### src/rtl/pipe_ctrl_pkg.sv
// Shared definitions for the pipelined control unit: opcodes, control-bundle
// layout, ALU-op encodings and the instruction-class enum used by the decoder.
package pipe_ctrl_pkg;

  localparam int CTRL_W = 9;

  localparam logic [6:0] OP_R    = 7'b0110011;
  localparam logic [6:0] OP_I    = 7'b0010011;
  localparam logic [6:0] OP_LW   = 7'b0000011;
  localparam logic [6:0] OP_SW   = 7'b0100011;
  localparam logic [6:0] OP_BEQ  = 7'b1100011;
  localparam logic [6:0] OP_JAL  = 7'b1101111;
  localparam logic [6:0] OP_JALR = 7'b1100111;

  // Bit positions inside a flat CTRL_W-wide bundle, MSB first.
  localparam int B_ALUOP_HI = 8;
  localparam int B_ALUOP_LO = 7;
  localparam int B_ALUSRC   = 6;
  localparam int B_REGWRITE = 5;
  localparam int B_MEMTOREG = 4;
  localparam int B_MEMREAD  = 3;
  localparam int B_MEMWRITE = 2;
  localparam int B_BRANCH   = 1;
  localparam int B_JUMP     = 0;

  localparam logic [1:0] ALUOP_ADD   = 2'b00;
  localparam logic [1:0] ALUOP_SUB   = 2'b01;
  localparam logic [1:0] ALUOP_FUNCT = 2'b10;

  typedef struct packed {
    logic [1:0] aluop;
    logic       alusrc;
    logic       regwrite;
    logic       memtoreg;
    logic       memread;
    logic       memwrite;
    logic       branch;
    logic       jump;
  } ctrl_t;

  typedef enum logic [2:0] {
    CLS_NONE,
    CLS_R,
    CLS_I,
    CLS_LW,
    CLS_SW,
    CLS_BEQ,
    CLS_JAL,
    CLS_JALR
  } op_class_e;

endpackage

### src/rtl/pipe_ctrl_unit_decode.sv
// Combinational opcode decoder: classifies the opcode, then builds the control
// bundle and reports which source registers the instruction reads.
module ctrl_decode
  import pipe_ctrl_pkg::*;
#(
  parameter bit ENABLE_JUMP = 1'b1
) (
  input  logic [6:0]        op_i,
  output logic [CTRL_W-1:0] ctrl_o,
  output logic              uses_rs1_o,
  output logic              uses_rs2_o,
  output op_class_e         cls_o
);

  op_class_e cls;
  ctrl_t     ctrl;

  // Jumps fall into CLS_NONE when disabled, so they decode to an all-zero bubble.
  always_comb begin
    cls = CLS_NONE;
    case (op_i)
      OP_R:    cls = CLS_R;
      OP_I:    cls = CLS_I;
      OP_LW:   cls = CLS_LW;
      OP_SW:   cls = CLS_SW;
      OP_BEQ:  cls = CLS_BEQ;
      OP_JAL:  cls = ENABLE_JUMP ? CLS_JAL : CLS_NONE;
      OP_JALR: cls = ENABLE_JUMP ? CLS_JALR : CLS_NONE;
      default: cls = CLS_NONE;
    endcase
  end

  always_comb begin
    ctrl       = '0;
    uses_rs1_o = 1'b0;
    uses_rs2_o = 1'b0;
    case (cls)
      CLS_R: begin
        ctrl.aluop    = ALUOP_FUNCT;
        ctrl.regwrite = 1'b1;
        uses_rs1_o    = 1'b1;
        uses_rs2_o    = 1'b1;
      end
      CLS_I: begin
        ctrl.aluop    = ALUOP_ADD;
        ctrl.alusrc   = 1'b1;
        ctrl.regwrite = 1'b1;
        uses_rs1_o    = 1'b1;
      end
      CLS_LW: begin
        ctrl.alusrc   = 1'b1;
        ctrl.regwrite = 1'b1;
        ctrl.memtoreg = 1'b1;
        ctrl.memread  = 1'b1;
        uses_rs1_o    = 1'b1;
      end
      CLS_SW: begin
        ctrl.alusrc   = 1'b1;
        ctrl.memwrite = 1'b1;
        uses_rs1_o    = 1'b1;
        uses_rs2_o    = 1'b1;
      end
      CLS_BEQ: begin
        ctrl.aluop  = ALUOP_SUB;
        ctrl.branch = 1'b1;
        uses_rs1_o  = 1'b1;
        uses_rs2_o  = 1'b1;
      end
      CLS_JAL: begin
        ctrl.regwrite = 1'b1;
        ctrl.jump     = 1'b1;
      end
      CLS_JALR: begin
        ctrl.alusrc   = 1'b1;
        ctrl.regwrite = 1'b1;
        ctrl.jump     = 1'b1;
        uses_rs1_o    = 1'b1;
      end
      default: begin
        ctrl = '0;
      end
    endcase
  end

  assign ctrl_o = ctrl;
  assign cls_o  = cls;

endmodule

### src/rtl/pipe_ctrl_unit.sv
// Pipelined control unit: decodes the ID opcode, detects load-use hazards,
// and carries the control bundle through ID/EX, EX/MEM and MEM/WB.
module pipe_ctrl_unit
  import pipe_ctrl_pkg::*;
#(
  parameter int REG_W       = 5,
  parameter bit ENABLE_JUMP = 1'b1,
  parameter int CNT_W       = 16
) (
  input  logic              clk_i,
  input  logic              rst_i,
  input  logic              valid_i,
  input  logic [6:0]        op_i,
  input  logic [REG_W-1:0]  rs1_i,
  input  logic [REG_W-1:0]  rs2_i,
  input  logic [REG_W-1:0]  rd_i,
  input  logic              flush_i,
  output logic              stall_o,
  output logic [CTRL_W-1:0] ex_ctrl_o,
  output logic [REG_W-1:0]  ex_rd_o,
  output logic [CTRL_W-1:0] mem_ctrl_o,
  output logic [REG_W-1:0]  mem_rd_o,
  output logic [CTRL_W-1:0] wb_ctrl_o,
  output logic [REG_W-1:0]  wb_rd_o,
  output logic [CNT_W-1:0]  stall_cnt_o
);

  logic [CTRL_W-1:0] dec_ctrl;
  logic [CTRL_W-1:0] id_ctrl;
  logic              uses_rs1;
  logic              uses_rs2;
  op_class_e         id_cls;

  logic [CTRL_W-1:0] ex_ctrl_q, ex_ctrl_d;
  logic [REG_W-1:0]  ex_rd_q, ex_rd_d;
  logic [CTRL_W-1:0] mem_ctrl_q, mem_ctrl_d;
  logic [REG_W-1:0]  mem_rd_q, mem_rd_d;
  logic [CTRL_W-1:0] wb_ctrl_q, wb_ctrl_d;
  logic [REG_W-1:0]  wb_rd_q, wb_rd_d;
  logic [CNT_W-1:0]  stall_cnt_q, stall_cnt_d;

  logic hit_rs1;
  logic hit_rs2;
  logic stall;
  logic issue;

  ctrl_decode #(
    .ENABLE_JUMP(ENABLE_JUMP)
  ) u_decode (
    .op_i      (op_i),
    .ctrl_o    (dec_ctrl),
    .uses_rs1_o(uses_rs1),
    .uses_rs2_o(uses_rs2),
    .cls_o     (id_cls)
  );

  // Writes to x0 are architecturally discarded, so never advertise them.
  always_comb begin
    id_ctrl = dec_ctrl;
    if (rd_i == '0) begin
      id_ctrl[B_REGWRITE] = 1'b0;
    end
  end

  // The bubble inserted on a stall clears ex memread, so a stall is one cycle.
  assign hit_rs1 = uses_rs1 && (ex_rd_q == rs1_i);
  assign hit_rs2 = uses_rs2 && (ex_rd_q == rs2_i);
  assign stall   = valid_i && !flush_i && ex_ctrl_q[B_MEMREAD] &&
                   (ex_rd_q != '0) && (hit_rs1 || hit_rs2);
  assign issue   = valid_i && !flush_i && !stall;

  always_comb begin
    ex_ctrl_d   = '0;
    ex_rd_d     = '0;
    if (issue) begin
      ex_ctrl_d = id_ctrl;
      ex_rd_d   = rd_i;
    end
    mem_ctrl_d  = ex_ctrl_q;
    mem_rd_d    = ex_rd_q;
    wb_ctrl_d   = mem_ctrl_q;
    wb_rd_d     = mem_rd_q;
    stall_cnt_d = stall_cnt_q;
    if (stall && (stall_cnt_q != {CNT_W{1'b1}})) begin
      stall_cnt_d = stall_cnt_q + CNT_W'(1);
    end
  end

  always_ff @(posedge clk_i or negedge rst_i) begin
    if (!rst_i) begin
      ex_ctrl_q   <= '0;
      ex_rd_q     <= '0;
      mem_ctrl_q  <= '0;
      mem_rd_q    <= '0;
      wb_ctrl_q   <= '0;
      wb_rd_q     <= '0;
      stall_cnt_q <= '0;
    end else begin
      ex_ctrl_q   <= ex_ctrl_d;
      ex_rd_q     <= ex_rd_d;
      mem_ctrl_q  <= mem_ctrl_d;
      mem_rd_q    <= mem_rd_d;
      wb_ctrl_q   <= wb_ctrl_d;
      wb_rd_q     <= wb_rd_d;
      stall_cnt_q <= stall_cnt_d;
    end
  end

  // The instruction class is only needed inside the decoder; sink it here.
  logic unused_cls;
  assign unused_cls = ^id_cls;

  assign stall_o     = stall;
  assign ex_ctrl_o   = ex_ctrl_q;
  assign ex_rd_o     = ex_rd_q;
  assign mem_ctrl_o  = mem_ctrl_q;
  assign mem_rd_o    = mem_rd_q;
  assign wb_ctrl_o   = wb_ctrl_q;
  assign wb_rd_o     = wb_rd_q;
  assign stall_cnt_o = stall_cnt_q;

endmodule

### config.mk
export PLATFORM = sky130hd
export DESIGN_NAME = pipe_ctrl_unit
export DESIGN_NICKNAME = d
export VERILOG_FILES = /design/src/rtl/pipe_ctrl_pkg.sv /design/src/rtl/pipe_ctrl_unit_decode.sv /design/src/rtl/pipe_ctrl_unit.sv
export SDC_FILE = /design/constraint.sdc
export NUM_CORES = 1
export LEC_CHECK = 0
export CAP_MARGIN = 20
export CORE_UTILIZATION = 40
export CTS_CLUSTER_DIAMETER = 100
export DETAILED_ROUTE_END_ITERATION = 10
export DONT_BUFFER_PORTS = 1
export SYNTH_ARGS = -nofsm -noshare
export SYNTH_HDL_FRONTEND = slang
export SYNTH_HIERARCHICAL = 1
export SYNTH_SLANG_ARGS = --single-unit
export TNS_END_PERCENT = 5
### constraint.sdc
create_clock -name clk_i -period 2.5 [get_ports clk_i]
set_input_delay 0.25 -clock clk_i [delete_from_list [all_inputs] [get_ports clk_i]]
set_output_delay 0.25 -clock clk_i [all_outputs]
set_load 0.02 [all_outputs]
==> results.toml <==
[outcome]
outcome = "completed"

[cts]
htree_num_levels = 3
clock_tree.buffer_depth = 2
clock_tree.root_cell = "sky130_fd_sc_hd__clkbuf_8"
cts_inserted_buffers = 9
clk_sinks = 58
worst_setup_hold_path_clk_slew_ps = 70
post_cts_buffers = 0
clock_latency_reported_for_the_late_side_of_the_worst_skew_pair_ps = 330
cts_tree = "done"

[worst_setup_path]
critical_path.top_delay_family = "simple AND/OR/NAND/NOR gates"
critical-path-max-stage-delay_ps = 610
cp_max_fanout = 5
timing.reg2reg.worst_path_depth = 6
crit_buf_inv = 1
timing.critical_path.arrival_ps = 2060
worstPathCellList = "or4_4 -> o2111ai_4 -> inv_4 -> and2_2"
critical_path_class = "reg2out"
critPathLaunchType = "flop"
critPathSlowestCell = "sky130_fd_sc_hd__or4_4"
critical_path_required_time_ps = 2250
critical_path_depth = 4
crit_path_end_kind = "primary output"

[grt]
wire_length_of_the_first_global_routing_pass_mm = 7.47
grt_antenna_before_repair = 0
global_route.usage.total_pct = 16.7
grt_max_degree = 59
number_of_global_route_vias_before_repair = 1434
overflow = 0

[finish]
flow.area_growth_from_synthesis_pct = 14.3
finish.net_count = 217
antenna_cells = 0
final_core_utilization_pct = 47.9
drive_above_1_share_pct = 23.1
final_cell_area_sq_mm = 0.00266
fill_cells = 515

[die]
ioPinCount = 85
number_of_rows_created_at_floorplan = 27
die_h_um = 78.2
floorplan.initialDensity_pct = 41.9
die_width_um = 78.2
die_area_sq_mm = 0.00612
fp.coreArea_sq_mm = 0.00554

[sta]
slew_viol_final = 0
finalSetupTns_ps = 0
min_period_over_period_pct = 92.4
grt_setup_unrepaired = "no"
timing.max_slew.rel_slack_pct = 69.5
finalClockSkew_ps = 9.95
post_layout_minimum_cycle_time_ps = 2310
setup-violations-final = 0
timing.hold.ws_ps = 54.1
clock.fmax_mhz = 433
worstMarginPinSlew_ps = 454
timing.final.hold_violations = 0

[worst_hold_path]
whs_path_depth = 1
worstHoldPathType = "in2reg"

[job]
drv_cap = 0

[placement]
finalWeightedCongestion = 0.773
placedInstanceArea_sq_mm = 0.00239
detailedPlacementHpwl_mm = 3.27
port_buffers = 0

[synth]
yosysWarningCount = 6
syn-num-nets = 207
syn_avg_cell_area_sq_um = 12.9
syn_inst = 180
post_synth_instance_area_sq_mm = 0.00232

[detailed_routing]
drt_via_density = 5.28
wl_per_cell_um = 17.4
detailroute.via_count = 1411
dr.first_iter.drc_count = 64
detailedRoute.firstPassIterationCount = 4
ant_nets = 0
remaining_drc_errors = 0
wirelength_mm = 4.65

[pwr]
worst_ir_drop_vdd_v = 0.000360
total_power_w = 0.00199
p_per_area_mw_per_mm2 = 749
cellLeakagePower_nw = 1.19
## what timing repair did
action	4_1_cts	5_1_grt
gates resized for setup	0	0
endpoints found under the hold margin	58	0
hold buffers	2	0
## power by group
group          switching [W]  internal (W)
clock               0.000384      0.000568
combinational      0.0000365     0.0000273
sequential         0.0000241      0.000949
## registers in the layout, indices dropped and copies added (netlist names)
signal and cells:
mem_ctrl_o 9, mem_rd_o 5, wb_rd_o 5, stall_cnt_o 16
ex_rd_o 5, wb_ctrl_o 9, ex_ctrl_o 9
## final timing paths
path,to,startpoint,slack [ps]
min reg2reg,wb_rd_o[2]$_DFF_PN0_,mem_rd_o[2]$_DFF_PN0_,520
max,stall_o,ex_rd_o[0]$_DFF_PN0_,190
max in group asynchronous,stall_cnt_o[2]$_DFFE_PN0P_,rst_i,1820
max reg2reg,stall_cnt_o[1]$_DFFE_PN0P_,stall_cnt_o[0]$_DFFE_PN0P_,320
min in group asynchronous,wb_ctrl_o[5]$_DFF_PN0_,rst_i,440
min,ex_rd_o[1]$_DFF_PN0_,rd_i[1],50
## cells in the final DEF (no fill, tap or decap), drive strengths merged, types with 3 or more instances in the layout
cell type,instances
and2,14
clkinv,3
clkbuf,9
nor2,8
and3,5
nor3,5
nand2,12
nand4,7
dfrtp,58
inv,4
nand3,14
a21oi,6
nand3b,3
xnor2,23
## layout make-up
| type | instances | area [sq um] | share of cell area, % |
|---|---|---|---|
| clock inverters | 7 | 103 | 3.86 |
| repair buffers | 3 | 45.0 | 1.70 |
| inverters | 3 | 13.8 | 0.518 |
| multi-input cells | 115 | 828 | 31.2 |
| well taps | 72 | 90.1 | 3.39 |
| clock buffers | 9 | 124 | 4.67 |
| flip-flops and latches | 58 | 1450 | 54.7 |
## through the flow
stage               setup WS (ps)  cells
global placement              388    249
floorplan                     492    180
CTS                           163    267
finish                        191    267
detailed placement            339    249
global route                  114    267
## layer usage
metal / vias to the layer above / global-route usage (%) / share of wire [%]
met2: 48 / 26.1 / 51
met5: - / 0 / 0
met1: 707 / 19.8 / 41
met3: 9 / 6.16 / 6.5
li1: 647 / - / -
met4: 0 / 9.44 / 1.7
(Power assumes the default switching activity.)
